File: src/rtl/mem_access_ctrl.sv
// mem_access_ctrl: sequences every access to the unified RAM and arbitrates
// between the instruction-fetch requester (IF, read only) and the data
// requester (D, load/store).
//
// State table:
//   state | meaning
//   IDLE  | sample requests, latch address/data of the winner
//   ADDR  | ram_addr valid, one-cycle ram_we or ram_re strobe
//   RWAIT | wait RAM_LAT cycles for read data, capture on the last one
//   DONE  | one-cycle ack to the granted requester
//
// Ports:
//   clock, clear              clock and asynchronous active-high reset
//   if_req/if_addr/if_ack     fetch request interface
//   d_req/d_we/d_addr/d_wdata/d_ack  data request interface
//   rdata                     read data, valid with the ack, held between reads
//   ram_addr/ram_wdata/ram_we/ram_re/ram_rdata  RAM interface
//   busy                      high outside IDLE
//   grant                     owner of the current/last access (0 = IF, 1 = D)
module mem_access_ctrl #(
   parameter int ADDR_W  = 9,
   parameter int DATA_W  = 32,
   parameter int RAM_LAT = 1
) (
   input  logic              clock,
   input  logic              clear,
   input  logic              if_req,
   input  logic [ADDR_W-1:0] if_addr,
   output logic              if_ack,
   input  logic              d_req,
   input  logic              d_we,
   input  logic [ADDR_W-1:0] d_addr,
   input  logic [DATA_W-1:0] d_wdata,
   output logic              d_ack,
   output logic [DATA_W-1:0] rdata,
   output logic [ADDR_W-1:0] ram_addr,
   output logic [DATA_W-1:0] ram_wdata,
   output logic              ram_we,
   output logic              ram_re,
   input  logic [DATA_W-1:0] ram_rdata,
   output logic              busy,
   output logic              grant
);

   localparam int CNT_W = (RAM_LAT < 2) ? 1 : $clog2(RAM_LAT + 1);

   typedef enum logic [1:0] {IDLE, ADDR, RWAIT, DONE} state_t;

   state_t            state_q, state_d;
   logic [ADDR_W-1:0] addr_q, addr_d;
   logic [DATA_W-1:0] wdata_q, wdata_d;
   logic [DATA_W-1:0] rdata_q, rdata_d;
   logic [CNT_W-1:0]  cnt_q, cnt_d;
   logic              wr_q, wr_d;
   logic              grant_q, grant_d;
   logic              last_grant_q, last_grant_d;
   logic              take_d;

   always_ff @(posedge clock or posedge clear) begin
      if (clear) begin
         state_q      <= IDLE;
         addr_q       <= '0;
         wdata_q      <= '0;
         rdata_q      <= '0;
         cnt_q        <= '0;
         wr_q         <= 1'b0;
         grant_q      <= 1'b0;
         // last owner starts as D so IF wins the first contention
         last_grant_q <= 1'b1;
      end else begin
         state_q      <= state_d;
         addr_q       <= addr_d;
         wdata_q      <= wdata_d;
         rdata_q      <= rdata_d;
         cnt_q        <= cnt_d;
         wr_q         <= wr_d;
         grant_q      <= grant_d;
         last_grant_q <= last_grant_d;
      end
   end

   always_comb begin
      state_d      = state_q;
      addr_d       = addr_q;
      wdata_d      = wdata_q;
      rdata_d      = rdata_q;
      cnt_d        = cnt_q;
      wr_d         = wr_q;
      grant_d      = grant_q;
      last_grant_d = last_grant_q;
      take_d       = 1'b0;
      unique case (state_q)
         IDLE: begin
            if (if_req || d_req) begin
               // on contention, D wins only if IF owned the previous access
               take_d       = d_req && (!if_req || !last_grant_q);
               grant_d      = take_d;
               last_grant_d = take_d;
               state_d      = ADDR;
               if (take_d) begin
                  addr_d = d_addr;
                  wr_d   = d_we;
                  if (d_we) wdata_d = d_wdata;
               end else begin
                  addr_d = if_addr;
                  wr_d   = 1'b0;
               end
            end
         end
         ADDR: begin
            if (wr_q) begin
               state_d = DONE;
            end else begin
               cnt_d   = CNT_W'(RAM_LAT);
               state_d = RWAIT;
            end
         end
         RWAIT: begin
            if (cnt_q == CNT_W'(1)) begin
               rdata_d = ram_rdata;
               state_d = DONE;
            end else begin
               cnt_d = cnt_q - CNT_W'(1);
            end
         end
         DONE: state_d = IDLE;
         default: state_d = IDLE;
      endcase
   end

   assign ram_addr  = addr_q;
   assign ram_wdata = wdata_q;
   assign ram_we    = (state_q == ADDR) &&  wr_q;
   assign ram_re    = (state_q == ADDR) && !wr_q;
   assign if_ack    = (state_q == DONE) && !grant_q;
   assign d_ack     = (state_q == DONE) &&  grant_q;
   assign rdata     = rdata_q;
   assign busy      = (state_q != IDLE);
   assign grant     = grant_q;

endmodule
File: config.mk
export PLATFORM = sky130hd
export DESIGN_NAME = mem_access_ctrl
export DESIGN_NICKNAME = d
export VERILOG_FILES = /design/src/rtl/mem_access_ctrl.sv
export SDC_FILE = /design/constraint.sdc
export NUM_CORES = 1
export LEC_CHECK = 0
export ABC_AREA = 1
export CORE_MARGIN = 5
export CORE_UTILIZATION = 37
export DETAILED_ROUTE_END_ITERATION = 8
export GPL_ROUTABILITY_DRIVEN = 0
export GPL_TIMING_DRIVEN = 0
export PLACE_DENSITY = 0.74
export SYNTH_ARGS = -nofsm -noshare
export SYNTH_HDL_FRONTEND = slang
export SYNTH_SLANG_ARGS = --single-unit
File: constraint.sdc
create_clock -name clock -period 2.4 [get_ports clock]
set_input_delay 0.36 -clock clock [delete_from_list [all_inputs] [get_ports clock]]
set_output_delay 0.36 -clock clock [all_outputs]
set_load 0.005 [all_outputs]
==> impl_metrics.toml, run 1 <==
[setup_path]
cp.required_ns = 2.04
crit_start = "state_q[1]"
worstPathCellList = "inv_1 > ha_1 > inv_1 > nor2_1 > clkdlybuf4s50_1"
r2r_start = "state_q[0]"
reg2reg_depth = 7
crit_path_frequent_cell = "inv_1"
reg2reg_to = "rdata[15]"
worstSetupStartpointType = "flop"
worstPathMaxFanout = 5
cp_slowest_cell = "clkdlybuf4s50_1"
crit_path_max_incr_delay_ns = 0.55
reg2reg_slack_ns = 0.63
worst_ep_arrival_time_ns = 1.81
worst_setup_path_end_kind = "primary output"
critPathCapture = "ram_re"
path_class = "flop to primary output"

[sta]
rsz0062_at_grt = "no"
finalCritPeriodShare = 0.903
hold_viol = 0
setup_viol = 0
slew_violations = 0
fin_skew_ns = 0.00581
tightest_slew_ns = 0.478
fmax_mhz = 462
layout_setup_ws_ns = 0.234
slew-limit-headroom = 0.681
period_needed_ns = 2.17

[route]
dr.pass1.iters = 4
drt-vias-per-instance = 4.75
dr.first_iter.drc_count = 103
wirelength_mm = 9.85
vias = 3289
ant_nets = 0
wl_per_cell_um = 14.2
drc = 0

[floorplanning]
ios = 166
die_h_um = 106
start_util = 0.375
fp-row-count = 35
die_area_um2 = 11300
core_region_area_um2 = 9110
die_w_um = 106

[final_layout]
syn_to_final_growth_pct = 58.5
antenna_cells = 0
layout.area.seq_um2 = 1980
fin_nets = 669
final_common_cell = "nand2_1"
multi_input_comb_area_um2 = 1270
fill_cells = 840
instances_no_fill = 692
most-common-layout-cells = "nand2_1 (180), clkdlybuf4s50_1 (165), dfrtp_1 (78), nand3_1 (76), o21ai_0 (14)"
drive_gt1_frac = 0.0602

[pwr]
p_total_w = 0.00617
power_leakage_nw = 2.64
switching_share = 0.344
power_frac_seq = 0.375
p_clk_frac = 0.157
switching_power_w = 0.00212
ir_drop_mv = 0.644
internal_power_w = 0.00405
combPwrFrac = 0.468
p_per_area_nw_per_um2 = 1140

[synth]
synth_mux_area_frac = 0
yosysSeqAreaShare = 0.579
synthDistinctLibCells = 17
synth_adder_area_share = 0.0183
synthCells = 400
synth_top_family_by_area = "simple AND/OR/NAND/NOR gates"
synth-simple-area-share = 0.333
syn_area_per_cell_um2 = 8.55
synth_area_um2 = 3420
synth_fp_nets = 492
synth_xor_area_frac = 0
synth_compound_area_frac = 0.0220
ys_ff_latch = 79
yosys_warnings = 0

[clock_network]
cts_tree = "built"
htreeDepth = 3
cts_sinks = 79
ctsRootBufferMaster = "clkbuf_8"
hold_buffers = 0
insertion_delay_ns = 0.35
cts_buffers = 9
post-cts-setup-buffers = 0
clockBufferDepth = 2
clkTransAtPathRegs_ns = 0.08
cts_resized = 0

[global_route]
antenna_found_initial = 0
grt-ovfl-total = 0
grt.total_usage = 0.177
grt_pass1_wl_mm = 16.2
grt_pass1_vias = 3229
grt_max_degree = 43

[placement]
dpl_worst_slack_ns = 0.594
portBuffers = 165
hpwlAfterDp_mm = 7.60
placed_cells = 677

[outcome]
status = "finished, final reports clean"

[hold_path]
hold_path.class = "primary input to async pin"

[job]
drv_cap = 0
## sequential cells by signal (all words and copies together) (netlist names)
name          flops
ram_wdata        32
wr_q              1
cnt_q             1
rdata            32
grant             1
ram_addr          9
last_grant_q      1
state_q           2
## cell usage after synthesis
cell	number	area [um^2]
clkbuf_1	12	45.0
nand2_1	180	676
nor2_1	4	15.0
a21oi_1	1	5.00
inv_1	11	41.3
nor2_4	2	22.5
dfrtp_1	78	1950
buf_6	3	33.8
nor2_2	1	6.26
nor2_8	1	20.0
dfstp_2	1	26.3
o21ai_0	14	70.1
nand3_1	76	380
buf_2	9	45.0
nand2_2	1	6.26
nand2_4	1	11.3
ha_1	5	62.6
## critical path, delay by kind of cell, from the launching register on
kind          cells  cell delay (ns)
fa+ha+maj         1             0.21
buf+inv           3             0.71
flops             1             0.42
simple gates      1             0.12
## area by class of cell
type                    count  share of cell area
clock inverters             5              0.0109
multi-input cells         286               0.235
plain buffers              24              0.0229
well taps                 111              0.0256
clock buffers              10              0.0236
repair buffers            166               0.309
flip-flops and latches     79               0.365
inverters                  11             0.00808
## power groups by stage
stage	sequential, W	combinational, W	clock, W
6_report	0.00232	0.00289	0.000971
5_1_grt	0.00239	0.00322	0.00105
4_1_cts	0.00232	0.00295	0.00101
3_5_place_dp	0.00234	0.00295	0
3_3_place_gp	0.00231	0.00287	0
2_1_floorplan	0.00236	0.00114	0
## worst min path at each step
| stage | to | slack, ns | cells past startpoint |
|---|---|---|---|
| after floorplan | last_grant_q | 0.45 | 2 |
| after global placement | rdata[31] | 0.45 | 2 |
| after detailed placement | rdata[7] | 0.46 | 2 |
| after CTS | ram_wdata[17] | 0.39 | 2 |
| after global routing | ram_wdata[8] | 0.43 | 2 |
| final | ram_wdata[17] | 0.39 | 2 |
## routing by layer
layer,vias up,track usage,share of wire
li1,1622,-,-
met3,13,0.0364,0.055
met4,0,0.0694,0.015
met2,98,0.300,0.51
met5,-,0,0
met1,1556,0.221,0.42
## logic make-up (layout without fill, tap and decap cells)
family	after synthesis	count (layout)
simple gates	266	266
flops	79	79
buf+inv	35	216
compound gates	15	15
fa+ha+maj	5	5
## metrics by stage
| step | hold slack [ns] | area (um^2) | TNS, ns | util |
|---|---|---|---|---|
| after global routing | 0.430 | 5420 | 0 | 0.595 |
| after floorplan | 0.454 | 3420 | 0 | - |
| after detailed placement | 0.459 | 5230 | 0 | 0.574 |
| after CTS | 0.392 | 5420 | 0 | 0.595 |
| after global placement | 0.454 | 5210 | -101.76 | 0.572 |
| final | 0.388 | 5420 | 0 | 0.595 |
Power figures use the tool's default switching activity.
==> inputs of run 2 (changes only) <==
--- a/config.mk
+++ b/config.mk
@@ -8,6 +8,7 @@
 export ABC_AREA = 1
 export CORE_MARGIN = 5
 export CORE_UTILIZATION = 37
+export CTS_BUF_LIST = sky130_fd_sc_hd__clkbuf_16
 export DETAILED_ROUTE_END_ITERATION = 8
 export GPL_ROUTABILITY_DRIVEN = 0
 export GPL_TIMING_DRIVEN = 0
==> impl_metrics.toml, run 2 (synthesized netlist as in run 1, its figures left out) <==
[route]
ant_nets = 0
drt-vias-per-instance = 4.76
vias = 3292
wirelength_mm = 9.83
dr.pass1.iters = 4
wl_per_cell_um = 14.2
dr.first_iter.drc_count = 128
drc = 0

[floorplanning]
fp-row-count = 35
die_h_um = 106
ios = 166
start_util = 0.375
core_region_area_um2 = 9110
die_area_um2 = 11300
die_w_um = 106

[global_route]
grt-ovfl-total = 0
grt_pass1_wl_mm = 16.3
grt_pass1_vias = 3259
grt_max_degree = 43
antenna_found_initial = 0
grt.total_usage = 0.177

[clock_network]
hold_buffers = 0
ctsRootBufferMaster = "clkbuf_16"
clockBufferDepth = 2
cts_tree = "built"
clkTransAtPathRegs_ns = 0.06
post-cts-setup-buffers = 0
cts_sinks = 79
cts_buffers = 9
cts_resized = 0
insertion_delay_ns = 0.33
htreeDepth = 3

[job]
drv_cap = 0

[sta]
fin_skew_ns = 0.00432
finalCritPeriodShare = 0.891
holdWs_ns = 0.413
tightest_slew_ns = 0.478
slew-limit-headroom = 0.682
fmax_mhz = 468
fin_setup_tns_ns = 0
hold_viol = 0
period_needed_ns = 2.14
setup_viol = 0
slew_violations = 0
rsz0062_at_grt = "no"

[placement]
hpwlAfterDp_mm = 7.60
portBuffers = 165

[final_layout]
fin_nets = 669
drive_gt1_frac = 0.0602
layout.area.seq_um2 = 1980
final_common_cell = "nand2_1"
final_util = 0.606
fill_cells = 835
syn_to_final_growth_pct = 61.5
most-common-layout-cells = "nand2_1 (180), clkdlybuf4s50_1 (165), dfrtp_1 (78), nand3_1 (76), o21ai_0 (14)"
multi_input_comb_area_um2 = 1270
antenna_cells = 0

[setup_path]
cp.required_ns = 2.04
path_class = "flop to primary output"
worstPathMaxFanout = 5
worstSetupStartpointType = "flop"
worst_ep_arrival_time_ns = 1.78
worst_setup_path_end_kind = "primary output"

[pwr]
ir_drop_mv = 0.587
power_leakage_nw = 2.69
p_per_area_nw_per_um2 = 1180

[outcome]
status = "finished, final reports clean"

[hold_path]
hold_path.class = "primary input to async pin"
==> run 2: cell types whose count changed in the layout (fill, tap and decap cells not counted), sizes merged <==
cell | before | now
clkbuf | 22 | 21
inv | 12 | 13
==> run 2: layer usage <==
metal / vias to the layer above / track usage / share of wire
met5: - / 0 / 0
met4: 0 / 0.0555 / 0.014
met3: 13 / 0.0419 / 0.054
met2: 104 / 0.303 / 0.51
met1: 1552 / 0.222 / 0.42
li1: 1623 / - / -
==> run 2: worst paths after layout <==
check                      startpoint             to  slack [ns]  cells past startpoint
min in group clock          rdata[31]      rdata[31]        0.47                      2
max reg2reg                state_q[0]      rdata[15]        0.66                      7
min reg2reg                 rdata[31]      rdata[31]        0.47                      2
max in group asynchronous       clear   last_grant_q        1.34                      3
min                             clear  ram_wdata[17]        0.41                      2
max                        state_q[1]         ram_re        0.26                      5
==> run 2: final cells by class <==
cell class | instances | area share
sequential | 79 | 0.358
timing repair buffer | 166 | 0.303
multi-input combinational | 286 | 0.231
clock buffer | 9 | 0.0408
tap | 111 | 0.0252
buffer | 24 | 0.0224
clock inverter | 6 | 0.0113
inverter | 11 | 0.00793
==> run 2: critical path: stages, from the launching register on <==
cell and delay, ns:
dfrtp_1 0.42, inv_1 0.11, ha_1 0.21, inv_1 0.05, nor2_1 0.12, clkdlybuf4s50_1 0.55
==> run 2: per-stage QoR <==
stage          cells  instance area, um^2  setup WS (ns)  power [W]
2_1_floorplan    400                 3420         0.0183    0.00350
4_1_cts          692                 5520          0.242    0.00665
5_1_grt          692                 5520          0.144    0.00704
6_report         692                 5520          0.261    0.00654
3_5_place_dp     677                 5230          0.594    0.00529
3_3_place_gp     676                 5210          -1.30    0.00518
==> run 2: power by group <==
group | internal [W] | leakage, nW | switching (W)
clock network | 0.000798 | 0.139 | 0.000537
logic | 0.00161 | 1.57 | 0.00128
registers | 0.00197 | 0.974 | 0.000347
total | 0.00438 | 2.69 | 0.00216
